[config.mk]
export PLATFORM = sky130hd
export DESIGN_NAME = multicycle_ctrl
export DESIGN_NICKNAME = d
export VERILOG_FILES = /design/src/rtl/riscv_ctrl_pkg.sv /design/src/rtl/multicycle_ctrl_alu_decoder.sv /design/src/rtl/multicycle_ctrl.sv
export SDC_FILE = /design/constraint.sdc
export NUM_CORES = 1
export LEC_CHECK = 0
export BUFFER_PORTS_ARGS = -buffer_cell sky130_fd_sc_hd__buf_2
export CAP_MARGIN = 10
export CELL_PAD_IN_SITES_DETAIL_PLACEMENT = 2
export CELL_PAD_IN_SITES_GLOBAL_PLACEMENT = 2
export CORE_MARGIN = 1.5
export CORE_UTILIZATION = 23
export CTS_CLUSTER_DIAMETER = 80
export DETAILED_ROUTE_END_ITERATION = 10
export PLACE_DENSITY_LB_ADDON = 0.15
export SKIP_CTS_REPAIR_TIMING = 1
export SLEW_MARGIN = 20
export SYNTH_ARGS = -nofsm -noshare
export SYNTH_HDL_FRONTEND = slang
export SYNTH_SLANG_ARGS = --single-unit
export TNS_END_PERCENT = 30
[constraint.sdc]
create_clock -name clk -period 1.7 [get_ports clk]
set_input_delay 0.085 -clock clk [delete_from_list [all_inputs] [get_ports clk]]
set_output_delay 0.085 -clock clk [all_outputs]
set_load 0.03 [all_outputs]
[src/rtl/riscv_ctrl_pkg.sv]
// Shared encodings for the multicycle RV32I control unit: FSM states,
// opcodes, datapath select encodings and the ALU operation class.
package riscv_ctrl_pkg;

    typedef enum logic [3:0] {
        S_FETCH,
        S_DECODE,
        S_MEMADR,
        S_MEMREAD,
        S_MEMWB,
        S_MEMWRITE,
        S_EXECR,
        S_EXECI,
        S_LUI,
        S_AUIPC,
        S_ALUWB,
        S_BRANCH,
        S_JAL
    } statetype;

    typedef enum logic [1:0] {
        ALUOP_ADD,
        ALUOP_SUB,
        ALUOP_FUNCT
    } aluop_t;

    localparam logic [6:0] OP_LW     = 7'b0000011;
    localparam logic [6:0] OP_SW     = 7'b0100011;
    localparam logic [6:0] OP_RTYPE  = 7'b0110011;
    localparam logic [6:0] OP_IALU   = 7'b0010011;
    localparam logic [6:0] OP_BRANCH = 7'b1100011;
    localparam logic [6:0] OP_JAL    = 7'b1101111;
    localparam logic [6:0] OP_LUI    = 7'b0110111;
    localparam logic [6:0] OP_AUIPC  = 7'b0010111;

    localparam logic [2:0] ALU_ADD = 3'b000;
    localparam logic [2:0] ALU_SUB = 3'b001;
    localparam logic [2:0] ALU_AND = 3'b010;
    localparam logic [2:0] ALU_OR  = 3'b011;
    localparam logic [2:0] ALU_SLT = 3'b101;

    localparam logic [2:0] IMM_I = 3'b000;
    localparam logic [2:0] IMM_S = 3'b001;
    localparam logic [2:0] IMM_B = 3'b010;
    localparam logic [2:0] IMM_J = 3'b011;
    localparam logic [2:0] IMM_U = 3'b100;

    localparam logic [1:0] RES_ALUOUT    = 2'b00;
    localparam logic [1:0] RES_DATA      = 2'b01;
    localparam logic [1:0] RES_ALURESULT = 2'b10;

    localparam logic [1:0] SRCA_PC    = 2'b00;
    localparam logic [1:0] SRCA_OLDPC = 2'b01;
    localparam logic [1:0] SRCA_RS1   = 2'b10;
    localparam logic [1:0] SRCA_ZERO  = 2'b11;

    localparam logic [1:0] SRCB_RS2  = 2'b00;
    localparam logic [1:0] SRCB_IMM  = 2'b01;
    localparam logic [1:0] SRCB_FOUR = 2'b10;

endpackage

[src/rtl/multicycle_ctrl_alu_decoder.sv]
// ALU decoder: maps the operation class requested by the FSM plus the
// instruction's funct fields onto an ALUControl code. Flags funct3 values
// this datapath does not implement.
module alu_decoder
    import riscv_ctrl_pkg::*;
(
    input  aluop_t     aluop,
    input  logic [2:0] funct3,
    input  logic       op5,
    input  logic       funct7b5,
    output logic [2:0] alu_control,
    output logic       illegal
);

    // Select the ALU function; unknown funct3 falls back to add.
    always_comb begin
        alu_control = ALU_ADD;
        illegal     = 1'b0;
        case (aluop)
            ALUOP_ADD: alu_control = ALU_ADD;
            ALUOP_SUB: alu_control = ALU_SUB;
            ALUOP_FUNCT: begin
                case (funct3)
                    3'b000:  alu_control = (op5 && funct7b5) ? ALU_SUB : ALU_ADD;
                    3'b010:  alu_control = ALU_SLT;
                    3'b110:  alu_control = ALU_OR;
                    3'b111:  alu_control = ALU_AND;
                    default: begin
                        alu_control = ALU_ADD;
                        illegal     = 1'b1;
                    end
                endcase
            end
            default: alu_control = ALU_ADD;
        endcase
    end

endmodule

[src/rtl/multicycle_ctrl.sv]
// Multicycle RV32I control unit: sequences fetch/decode/execute/memory/
// writeback, drives datapath selects and enables, and decodes ImmSrc.
module multicycle_ctrl
    import riscv_ctrl_pkg::*;
(
    input  logic       clk,
    input  logic       reset,
    input  logic [6:0] op,
    input  logic [2:0] funct3,
    input  logic       funct7b5,
    input  logic       Zero,
    input  logic       MemReady,
    output logic       PCWrite,
    output logic       AdrSrc,
    output logic       MemWrite,
    output logic       IRWrite,
    output logic       RegWrite,
    output logic [1:0] ResultSrc,
    output logic [1:0] ALUSrcA,
    output logic [1:0] ALUSrcB,
    output logic [2:0] ALUControl,
    output logic [2:0] ImmSrc,
    output logic       Illegal
);

    statetype   state;
    statetype   state_next;
    aluop_t     aluop;
    logic [2:0] alu_ctrl;
    logic       alu_illegal;

    alu_decoder u_alu_decoder (
        .aluop       (aluop),
        .funct3      (funct3),
        .op5         (op[5]),
        .funct7b5    (funct7b5),
        .alu_control (alu_ctrl),
        .illegal     (alu_illegal)
    );

    assign ALUControl = alu_ctrl;

    // State register with synchronous reset back to FETCH.
    always_ff @(posedge clk) begin
        if (reset) begin
            state <= S_FETCH;
        end else begin
            state <= state_next;
        end
    end

    // Next-state and output decode; reset overrides everything to quiet
    // FETCH values so an abandoned instruction performs no further write.
    always_comb begin
        state_next = state;
        PCWrite    = 1'b0;
        AdrSrc     = 1'b0;
        MemWrite   = 1'b0;
        IRWrite    = 1'b0;
        RegWrite   = 1'b0;
        ResultSrc  = RES_ALUOUT;
        ALUSrcA    = SRCA_PC;
        ALUSrcB    = SRCB_RS2;
        aluop      = ALUOP_ADD;
        Illegal    = 1'b0;

        case (state)
            S_FETCH: begin
                ALUSrcA   = SRCA_PC;
                ALUSrcB   = SRCB_FOUR;
                ResultSrc = RES_ALURESULT;
                if (MemReady) begin
                    IRWrite    = 1'b1;
                    PCWrite    = 1'b1;
                    state_next = S_DECODE;
                end
            end
            S_DECODE: begin
                ALUSrcA = SRCA_OLDPC;
                ALUSrcB = SRCB_IMM;
                case (op)
                    OP_LW, OP_SW: state_next = S_MEMADR;
                    OP_RTYPE:     state_next = S_EXECR;
                    OP_IALU:      state_next = S_EXECI;
                    OP_JAL:       state_next = S_JAL;
                    OP_LUI:       state_next = S_LUI;
                    OP_AUIPC:     state_next = S_AUIPC;
                    OP_BRANCH: begin
                        // only beq/bne are implemented
                        if (funct3[2:1] == 2'b00) begin
                            state_next = S_BRANCH;
                        end else begin
                            state_next = S_FETCH;
                            Illegal    = 1'b1;
                        end
                    end
                    default: begin
                        state_next = S_FETCH;
                        Illegal    = 1'b1;
                    end
                endcase
            end
            S_MEMADR: begin
                ALUSrcA    = SRCA_RS1;
                ALUSrcB    = SRCB_IMM;
                state_next = op[5] ? S_MEMWRITE : S_MEMREAD;
            end
            S_MEMREAD: begin
                AdrSrc = 1'b1;
                if (MemReady) begin
                    state_next = S_MEMWB;
                end
            end
            S_MEMWB: begin
                ResultSrc  = RES_DATA;
                RegWrite   = 1'b1;
                state_next = S_FETCH;
            end
            S_MEMWRITE: begin
                AdrSrc   = 1'b1;
                MemWrite = 1'b1;
                if (MemReady) begin
                    state_next = S_FETCH;
                end
            end
            S_EXECR: begin
                ALUSrcA    = SRCA_RS1;
                ALUSrcB    = SRCB_RS2;
                aluop      = ALUOP_FUNCT;
                Illegal    = alu_illegal;
                state_next = S_ALUWB;
            end
            S_EXECI: begin
                ALUSrcA    = SRCA_RS1;
                ALUSrcB    = SRCB_IMM;
                aluop      = ALUOP_FUNCT;
                Illegal    = alu_illegal;
                state_next = S_ALUWB;
            end
            S_LUI: begin
                ALUSrcA    = SRCA_ZERO;
                ALUSrcB    = SRCB_IMM;
                state_next = S_ALUWB;
            end
            S_AUIPC: begin
                ALUSrcA    = SRCA_OLDPC;
                ALUSrcB    = SRCB_IMM;
                state_next = S_ALUWB;
            end
            S_ALUWB: begin
                ResultSrc  = RES_ALUOUT;
                RegWrite   = 1'b1;
                state_next = S_FETCH;
            end
            S_BRANCH: begin
                ALUSrcA    = SRCA_RS1;
                ALUSrcB    = SRCB_RS2;
                aluop      = ALUOP_SUB;
                ResultSrc  = RES_ALUOUT;
                // funct3[0] distinguishes bne from beq
                PCWrite    = Zero ^ funct3[0];
                state_next = S_FETCH;
            end
            S_JAL: begin
                ALUSrcA    = SRCA_OLDPC;
                ALUSrcB    = SRCB_FOUR;
                ResultSrc  = RES_ALUOUT;
                PCWrite    = 1'b1;
                state_next = S_ALUWB;
            end
            default: state_next = S_FETCH;
        endcase

        if (reset) begin
            PCWrite   = 1'b0;
            IRWrite   = 1'b0;
            MemWrite  = 1'b0;
            RegWrite  = 1'b0;
            Illegal   = 1'b0;
            AdrSrc    = 1'b0;
            ALUSrcA   = SRCA_PC;
            ALUSrcB   = SRCB_FOUR;
            ResultSrc = RES_ALURESULT;
            aluop     = ALUOP_ADD;
        end
    end

    // Immediate format follows the opcode alone, in every state.
    always_comb begin
        case (op)
            OP_LW, OP_IALU:   ImmSrc = IMM_I;
            OP_SW:            ImmSrc = IMM_S;
            OP_BRANCH:        ImmSrc = IMM_B;
            OP_JAL:           ImmSrc = IMM_J;
            OP_LUI, OP_AUIPC: ImmSrc = IMM_U;
            default:          ImmSrc = IMM_I;
        endcase
    end

endmodule

# Word-level counts from Yosys, hierarchy flattened
# Index checks and enable logic that the tools add are counted.
[op_classes] eq_ne=28 n_mux=36 bitwise_logic=1 reduce_logical=17
[op_table] cell="case mux 4 bit (7 select lines)" n=1
[op_table] cell="case mux 3 bit (4 select lines)" n=2
[op_table] cell="case mux 4 bit (6 select lines)" n=1
[op_table] cell="== test 7 x 6 -> 1 bit, second input constant" n=3
[op_table] cell="== test 4 bit, second input constant" n=5
[op_table] cell="== test 4 x 3 -> 1 bit, second input constant" n=4
[op_table] cell="two-way mux 4 bit" n=4
[op_table] cell="two-way mux 1 bit" n=15
[op_table] cell="== test 7 x 5 -> 1 bit, second input constant" n=2
[op_table] cell="== test 7 bit, second input constant" n=2
[op_table] cell="case mux 2 bit (2 select lines)" n=3
[op_table] cell="OR reduction 2 bit" n=6
[op_table] cell="OR reduction 5 bit" n=2
[op_table] cell="== test 4 x 2 -> 1 bit, second input constant" n=2
[op_table] cell="two-way mux 2 bit" n=4
[op_table] cell="OR reduction 4 bit" n=2
[op_table] cell="== test 7 x 2 -> 1 bit, second input constant" n=1
[op_table] cell="OR reduction 7 bit" n=1
[op_table] cell="== test 3 bit, second input constant" n=2
[op_table] cell="inequality test 2 bit, second input constant" n=3
[op_table] cell="case mux 2 bit (3 select lines)" n=1
[op_table] cell="case mux 3 bit (2 select lines)" n=1
[op_table] cell="== test 4 x 1 -> 1 bit, second input constant" n=1
[op_table] cell="logical NOT 4 bit" n=1
[op_table] cell="other kinds (12)" n=13
[word_totals] register_bits=4 out_inout_bits=18 wordCells=83

# Logic depth before layout (Yosys ltp)
# Gate-level depths: netlist of the first run.
[depth] ltp_word=8 depth_mapped=7 mapped_depth_nobuf=6

# Modules after synthesis
# Synthesis of the first run repeated with hierarchy kept, for this count alone.
[unflattened] cells_unflattened=126 hier_area_um2=872.1
[by_module_without_submodules] module="multicycle_ctrl" instances=1 cells_per_inst=111 area_per_inst_um2=759.5
[by_module_without_submodules] module="alu_decoder" instances=1 cells_per_inst=15 area_per_inst_um2=112.6

# Worst setup path after synthesis of the first run
# No wires, ideal clock.
[synth_timing] path_kind="reg-to-output" start="register state[1]" end="output ALUControl[2]" t_arrival_ps=2357 t_required_ps=1615 slack_ps=-742 stages_incl_launch_ff=6 n_path_buf=1 cell_sequence="dfxtp_1 > clkbuf_1 > nand2_1 > or3_1 > ha_1 > nor4_1"
[synth_between] elab_chain_cells=6 elab_cells_between_ends=9
[synth_rtl] element="from (decl)" line="multicycle_ctrl.sv:26" text="statetype state;"
[synth_rtl] element="from (signal assigned)" line="multicycle_ctrl.sv:48" text="state <= state_next;"
[synth_rtl] element="== test 4 x 3 -> 1 bit" line="multicycle_ctrl.sv:67" text="case (state)"
[synth_rtl] element="OR reduction 2 bit (no line)"
[synth_rtl] element="case mux 2 bit (2 select lines) (*)" line="multicycle_ctrl.sv:67"
[synth_rtl] element="two-way mux 2 bit (*)" line="multicycle_ctrl.sv:174" text="if (reset) begin"
[synth_rtl] element="== test 2 bit or == test 2 x 1 -> 1 bit (tied branches)" line="multicycle_ctrl_alu_decoder.sv:19" text="case (aluop)"
[synth_rtl] element="case mux 3 bit (2 select lines) (*)" line="multicycle_ctrl_alu_decoder.sv:19"
[synth_rtl] element="to (decl)" line="multicycle_ctrl.sv:21" text="output logic [2:0] ALUControl,"
# Mark *: on every way between the ends. The rest lies on a longest branch, timed or not.

# Worst setup path after layout of the first run
[layout_timing] start="register state[2]" end="output ALUControl[2]"
# The elaborated chain is that of the path after synthesis.

==> flow_summary_export.csv, run 1 <==
group,metric,value,unit
clock_tree,root_buffer,"sky130_fd_sc_hd__clkbuf_8",
yosys,postSynthNetCount,140,
setup_path,critical_path.max_stage_delay,390,ps
yosys,yosysUniqueCellTypes,50,
layout,antenna_fix_cells,0,
layout,top_register,"state",
setup_path,cp_data_required_time,1620,ps
outcome,outcome,"complete, but fails checks",
setup_path,start_kind,"flip-flop",
sta,max_freq,567.5,MHz
layout,fillers,445,
floorplanning,die_area,0.004113,mm²
clock_tree,cts_tree,"done",
global_route,gr-usage-met1,18.32,%
sta,timing.final.max_slew_violations,0,
layout,post_route_cells_drive_above_1_share,44.31,%
layout,layout-area-overhead-vs-synth,56.91,%
clock_tree,tritoncts.num_buffers,3,
sta,min_period_over_period,103.6,%
power,power_density,325.8,mW/mm²
hold_path,worstHoldPathType,"input port to flip-flop",
global_route,grt_busiest_layer,"met2",
routing,routed-via-count,1120,
placement,gp_routability_congestion,0.8451,
power,vdd.ir_drop.worst,0.0001670,V
layout,largest_register_ffs,4,
yosys,yosys_top_cell_area_share,9.316,%
setup_path,r2r_slack,260,ps
yosys,synth-edff-count,0,
global_route,met3_usage,2.289,%
yosys,synth_largest_area_cell,"sky130_fd_sc_hd__dfxtp_1",
setup_path,timing.setup.critical_path_class,"flip-flop to output pin",
yosys,ys_seq_elements,4,
floorplanning,coreArea,0.003633,mm²
floorplanning,ioPinCount,33,
sta,timing.final.setup_violations,4,
job,timing.max_cap.violations,0,
yosys,synthCells,123,
setup_path,critical_path.endpoint_type,"output pin",
floorplanning,initial_core_util,23.66,%
layout,top_regs,"state x4",
clock_tree,total_clock_sinks,4,
global_route,grt_start_max_net_pins,22,
power,totalPowerFinal,0.0004394,W
sta,fin_skew,0.2533,ps
layout,finalNetCount,186,
setup_path,worstPathArrival,1680,ps
layout,stdcell_count,215,
yosys,ys_dominant_reg_cell,"sky130_fd_sc_hd__dfxtp_1",
sta,report.final.hold_viol_count,0,
yosys,synthesis.area_per_instance,6.988,µm²
sta,headroom_to_the_max_slew_limit,77.78,%
sta,rsz_0062_raised_after_global_routing,"true",
power,total_leakage_power,0.5800,nW
clock_tree,cts_max_level,1,
global_route,met2_usage,31.90,%
yosys,yosysSeqAreaShare,9.316,%
routing,vias_per_cell,5.209,
layout,layout.area.seq,87.58,µm²
routing,drt.antenna.violating_nets,0,
floorplanning,die_w,64.14,µm
yosys,main_area_contributors_after_synthesis,"sky130_fd_sc_hd__dfxtp_1, sky130_fd_sc_hd__nand2b_1, sky130_fd_sc_hd__nor2_1, sky130_fd_sc_hd__a21oi_1, sky130_fd_sc_hd__o21ai_0",
yosys,postSynth.asyncResetShare,0,%
placement,buffer_ports.inserted,32,
sta,setup_ws_post_layout,-61.99,ps
yosys,synth_warnings,0,
floorplanning,placement_rows,22,
placement,dpl.hpwl,2662,µm
routing,post-route-drc-count,0,
global_route,grt.overflow.total,0,
sta,period_needed,1762,ps
setup_path,cpMaxStageDelayCell,"sky130_fd_sc_hd__or3_4",
global_route,gr-usage-all-layers,16.12,%
global_route,grt_pass1_vias,1095,
routing,detail_route.wl_per_cell,16.93,µm
placement,numPlacedInstances,204,
clock_tree,cts.reportedPaths.clkPinSlew,30,ps
clock_tree,clock_tree.buffer_depth,2,
global_route,grt_pass1_wl,5230,µm
clock_tree,insertion_delay,210,ps
setup_path,crit_path_max_fanout,3,
routing,dr.first_iter.drc_count,13,
floorplanning,y_dimension_of_the_die,64.14,µm
placement,detailedPlace.worstSlack,-13.46,ps
sta,timing_worst_slew_pin_value,329.0,ps
outcome,failed_checks,"negative setup slack",
layout,area_of_the_multi_input_gates,777.0,µm²
routing,sum_of_routed_wire_length_over_all_layers,3641,µm
setup_path,worstPathCellList,"nand2b_4, or3_4, ha_4, nor4_4, buf_6",
global_route,grt_antenna_before_repair,0,
yosys,synth_area,859.6,µm²
routing,detail_route.first_pass.iterations,4,
-- kinds of logic (layout without fill, tap and decap cells) --
group	after synthesis	in the layout	synth area share [%]
fa+ha+maj	2	2	2.911
compound gates	36	36	30.42
mux	2	2	2.329
simple gates	61	61	43.82
xor+xnor	4	4	4.076
flops	4	4	9.316
buf+inv	14	58	7.133
-- layout by cell type, fill, tap and decap left out, drive strengths merged, types with 3 or more instances in the layout --
master / n
nor2: 18
nand3: 3
a21oi: 9
inv: 6
clkbuf: 6
o21ai: 8
buf: 46
nand2: 8
nand2b: 11
dfxtp: 4
nor3: 3
nor3b: 3
-- per-layer routing --
metal / share of wire (%) / vias to the layer above
met5: 0 / -
met4: 1.0 / 0
met3: 3.4 / 4
met2: 57 / 21
met1: 38 / 549
li1: - / 546
-- worst max-delay path: cells and delay by family (launching register included) --
family	cells	cell delay, ps
simple gates	3	690
flops	1	350
buf+inv	1	170
fa+ha+maj	1	260
-- Yosys cell counts, types with 2 or more instances --
master,n
sky130_fd_sc_hd__a31o_2,2
sky130_fd_sc_hd__nand2b_1,11
sky130_fd_sc_hd__xor2_1,2
sky130_fd_sc_hd__nor2b_1,2
sky130_fd_sc_hd__xnor2_1,2
sky130_fd_sc_hd__buf_2,4
sky130_fd_sc_hd__o41ai_1,2
sky130_fd_sc_hd__nor3_1,2
sky130_fd_sc_hd__nor2_1,17
sky130_fd_sc_hd__dfxtp_1,4
sky130_fd_sc_hd__nand3_1,3
sky130_fd_sc_hd__mux2i_1,2
sky130_fd_sc_hd__nor3b_1,3
sky130_fd_sc_hd__o32a_1,2
sky130_fd_sc_hd__nand2_1,8
sky130_fd_sc_hd__o21ai_1,2
sky130_fd_sc_hd__o21ai_0,6
sky130_fd_sc_hd__ha_1,2
sky130_fd_sc_hd__a21oi_1,9
sky130_fd_sc_hd__clkbuf_1,3
sky130_fd_sc_hd__inv_1,6
-- final cells by class --
cell class / instances / area share (%)
flip-flops and latches: 4 / 6.494
clock buffers: 3 / 3.061
well taps: 48 / 4.453
multi-input cells: 105 / 57.61
repair buffers: 49 / 26.72
inverters: 6 / 1.670
-- power by group --
group          switching (W)  internal (W)
Sequential        0.00000210     0.0000930
Clock              0.0000413      0.000150
Combinational      0.0000937     0.0000591
Total               0.000137      0.000302
-- through the flow --
step / cell area (µm²) / hold slack (ps) / TNS, ps / util, %
after CTS: 1171 / 274.8 / -628.0 / 32.23
after global routing: 1349 / 275.1 / -624.2 / 37.12
after global placement: 1130 / 498.5 / 0 / 31.10
after detailed placement: 1130 / 495.1 / -13.46 / 31.10
final: 1349 / 263.9 / -107.1 / 37.12
after floorplan: 880.8 / 217.2 / -586.7 / -
-- path summary, 6_finish.rpt --
kind              startpoint             to  cells past startpoint
setup / recovery    state[2]  ALUControl[2]                      5
hold / removal         reset       state[1]                      3
setup reg to reg    state[0]       state[2]                      5
hold reg to reg     state[3]       state[1]                      4
Note: power is estimated with default switching activity, not from simulation.
==> run 2, diff against run 1 <==
--- a/config.mk
+++ b/config.mk
@@ -7,10 +7,10 @@
 export LEC_CHECK = 0
 export BUFFER_PORTS_ARGS = -buffer_cell sky130_fd_sc_hd__buf_2
 export CAP_MARGIN = 10
-export CELL_PAD_IN_SITES_DETAIL_PLACEMENT = 2
-export CELL_PAD_IN_SITES_GLOBAL_PLACEMENT = 2
+export CELL_PAD_IN_SITES_DETAIL_PLACEMENT = 0
+export CELL_PAD_IN_SITES_GLOBAL_PLACEMENT = 1
 export CORE_MARGIN = 1.5
-export CORE_UTILIZATION = 23
+export CORE_UTILIZATION = 30
 export CTS_CLUSTER_DIAMETER = 80
 export DETAILED_ROUTE_END_ITERATION = 10
 export PLACE_DENSITY_LB_ADDON = 0.15
==> constraint.sdc (replaced) <==
create_clock -name clk -period 1.55 [get_ports clk]
set_input_delay 0.0775 -clock clk [delete_from_list [all_inputs] [get_ports clk]]
set_output_delay 0.0775 -clock clk [all_outputs]
set_load 0.03 [all_outputs]
==> run 2 against run 1 <==
The flow still finishes with violations (negative setup slack). Critical path depth grew 4. Global-route usage down 0.18 points. Clock-buffer cell count did not move. Clock skew about the same. Sequential share of layout area shrank 0.52 points. Setup slack worse by 170 ps. Die area fell by 22%. Clock power is 33% lower. Combinational power up 13%. First-iteration DRC count rose by 100%. Largest power group is now combinational cells.
==> flow_summary_export.csv, run 2 (synthesis results as in run 1) <==
group,metric,value,unit
outcome,outcome,"complete, but fails checks",
outcome,failed_checks,"negative setup slack",
layout,top_register,"state",
power,vdd.ir_drop.worst,0.0001894,V
placement,dpl.hpwl,2002,µm
sta,rsz_0062_raised_after_global_routing,"true",
routing,vias_per_cell,5.356,
sta,setup_ws_post_layout,-235.4,ps
sta,tns,-998.4,ps
sta,max_freq,560.1,MHz
setup_path,cp_data_required_time,1470,ps
floorplanning,coreArea,0.002734,mm²
clock_tree,cts.reportedPaths.clkPinSlew,30,ps
setup_path,rr_worst_depth,6,
routing,detail_route.wl_per_cell,13.79,µm
power,power_density,281.0,mW/mm²
setup_path,critical_path.reg2reg.startpoint,"state[1]",
routing,post-route-drc-count,0,
floorplanning,die_w,56.53,µm
layout,most-common-layout-cells,"sky130_fd_sc_hd__buf_4, sky130_fd_sc_hd__buf_2, sky130_fd_sc_hd__nor2_1",
clock_tree,total_clock_sinks,4,
layout,finalNetCount,193,
setup_path,reg2reg_to,"state[2]",
floorplanning,y_dimension_of_the_die,56.53,µm
placement,post_dp_cell_area,0.001161,mm²
hold_path,worstHoldPathType,"input port to flip-flop",
placement,buffer_ports.inserted,32,
routing,sum_of_routed_wire_length_over_all_layers,2826,µm
floorplanning,initial_core_util,31.44,%
routing,detail_route.first_pass.iterations,4,
power,internal_power,0.0002619,W
layout,finalCoreUtilization,52.91,%
routing,dr.first_iter.drc_count,26,
layout,post_route_cells_drive_above_1_share,52.30,%
layout,fillers,262,
setup_path,worstPathArrival,1710,ps
power,totalPowerFinal,0.0004065,W
sta,period_needed,1785,ps
sta,timing_worst_slew_pin_value,336.0,ps
sta,report.final.hold_viol_count,0,
global_route,grt_pass1_vias,913,
power,power_frac_seq,26.0,%
sta,timing.final.setup_violations,8,
setup_path,crit_path_max_fanout,4,
clock_tree,cts_max_level,1,
layout,layout.cells.most_common,"sky130_fd_sc_hd__buf_4",
clock_tree,clock_tree.buffer_depth,2,
layout,layout-area-overhead-vs-synth,68.27,%
setup_path,timing.setup.critical_path_class,"flip-flop to output pin",
global_route,gr-usage-all-layers,15.94,%
sta,worst_hold_slack,270.1,ps
global_route,grt_antenna_before_repair,0,
power,total_leakage_power,0.6130,nW
floorplanning,ioPinCount,33,
sta,fin_skew,0.6159,ps
clock_tree,tritoncts.num_buffers,3,
setup_path,r2r_slack,90,ps
power,power.share.clock,31.5,%
global_route,grt.overflow.total,0,
sta,min_period_over_period,115.2,%
setup_path,critical_path.endpoint_type,"output pin",
setup_path,startpoint,"state[3]",
clock_tree,insertion_delay,240,ps
routing,drt.antenna.violating_nets,0,
power,power.switching_fraction,35.56,%
power,comb_power_share,42.5,%
setup_path,start_kind,"flip-flop",
sta,headroom_to_the_max_slew_limit,77.60,%
power,switchingPower,0.0001445,W
layout,antenna_fix_cells,0,
layout,largest_register_ffs,4,
clock_tree,root_buffer,"sky130_fd_sc_hd__clkbuf_4",
routing,routed-via-count,1098,
layout,area_of_the_multi_input_gates,842.1,µm²
placement,gp_routability_congestion,0.8282,
floorplanning,placement_rows,19,
job,timing.max_cap.violations,0,
layout,top_regs,"state x4",
layout,final_design_area_no_fill,0.001446,mm²
clock_tree,cts_tree,"done",
setup_path,endpoint,"ALUControl[0]",
sta,timing.final.max_slew_violations,0,
global_route,grt_pass1_wl,4084,µm
layout,layout.area.seq,86.33,µm²
floorplanning,die_area,0.003196,mm²
global_route,grt_start_max_net_pins,22,
run 2: cell count changes in the layout (fill, tap and decap cells not counted), sizes merged:
cell / before / now
buf: 46 / 54
clkbuf: 6 / 5
run 2: layout make-up:
type	count	share of cell area (%)
Multi-Input combinational cell	105	58.22
Timing Repair Buffer	56	29.84
Sequential cell	4	5.969
Tap cell	31	2.682
Inverter	6	1.730
Clock buffer	3	1.557
run 2: worst max-delay path: stages (launching register included):
cell	delay, ps
sky130_fd_sc_hd__dfxtp_2	310
sky130_fd_sc_hd__buf_6	120
sky130_fd_sc_hd__nand3b_1	210
sky130_fd_sc_hd__nor2_4	180
sky130_fd_sc_hd__buf_6	120
sky130_fd_sc_hd__inv_4	30
sky130_fd_sc_hd__ha_4	130
sky130_fd_sc_hd__a31oi_1	140
sky130_fd_sc_hd__nor2_1	70
sky130_fd_sc_hd__buf_4	160
run 2: per-layer routing:
metal | wire, µm | vias up | GRT usage (%)
li1 | - | 552 | -
met1 | 1315 | 498 | 21.79
met2 | 1313 | 38 | 25.08
met3 | 114 | 10 | 0.6912
met4 | 82 | 0 | 8.503
met5 | 0 | - | 0
run 2: stage by stage:
| stage | instances | worst slack [ps] |
|---|---|---|
| after floorplan | 123 | -343.2 |
| after global placement | 194 | -108.0 |
| after detailed placement | 194 | -113.6 |
| after CTS | 197 | -378.5 |
| after global routing | 205 | -275.7 |
| final | 205 | -235.4 |
run 2: power by group through the flow:
stage | registers [W] | logic, W | clock network (W)
4_1_cts | 0.000106 | 0.000159 | 0.000134
3_5_place_dp | 0.000107 | 0.000158 | 0
5_1_grt | 0.000106 | 0.000187 | 0.000138
6_report | 0.000106 | 0.000173 | 0.000128
3_3_place_gp | 0.000107 | 0.000157 | 0
2_1_floorplan | 0.000107 | 0.0000928 | 0
run 2: worst min-delay path by stage:
stage,slack [ps],endpoint,cells past startpoint,from
6_report,270,state[1],3,reset
5_1_grt,290,state[1],3,reset
3_3_place_gp,470,state[1],3,reset
2_1_floorplan,200,ALUControl[2],1,funct3[0]
4_1_cts,210,state[1],3,reset
3_5_place_dp,460,state[1],3,reset
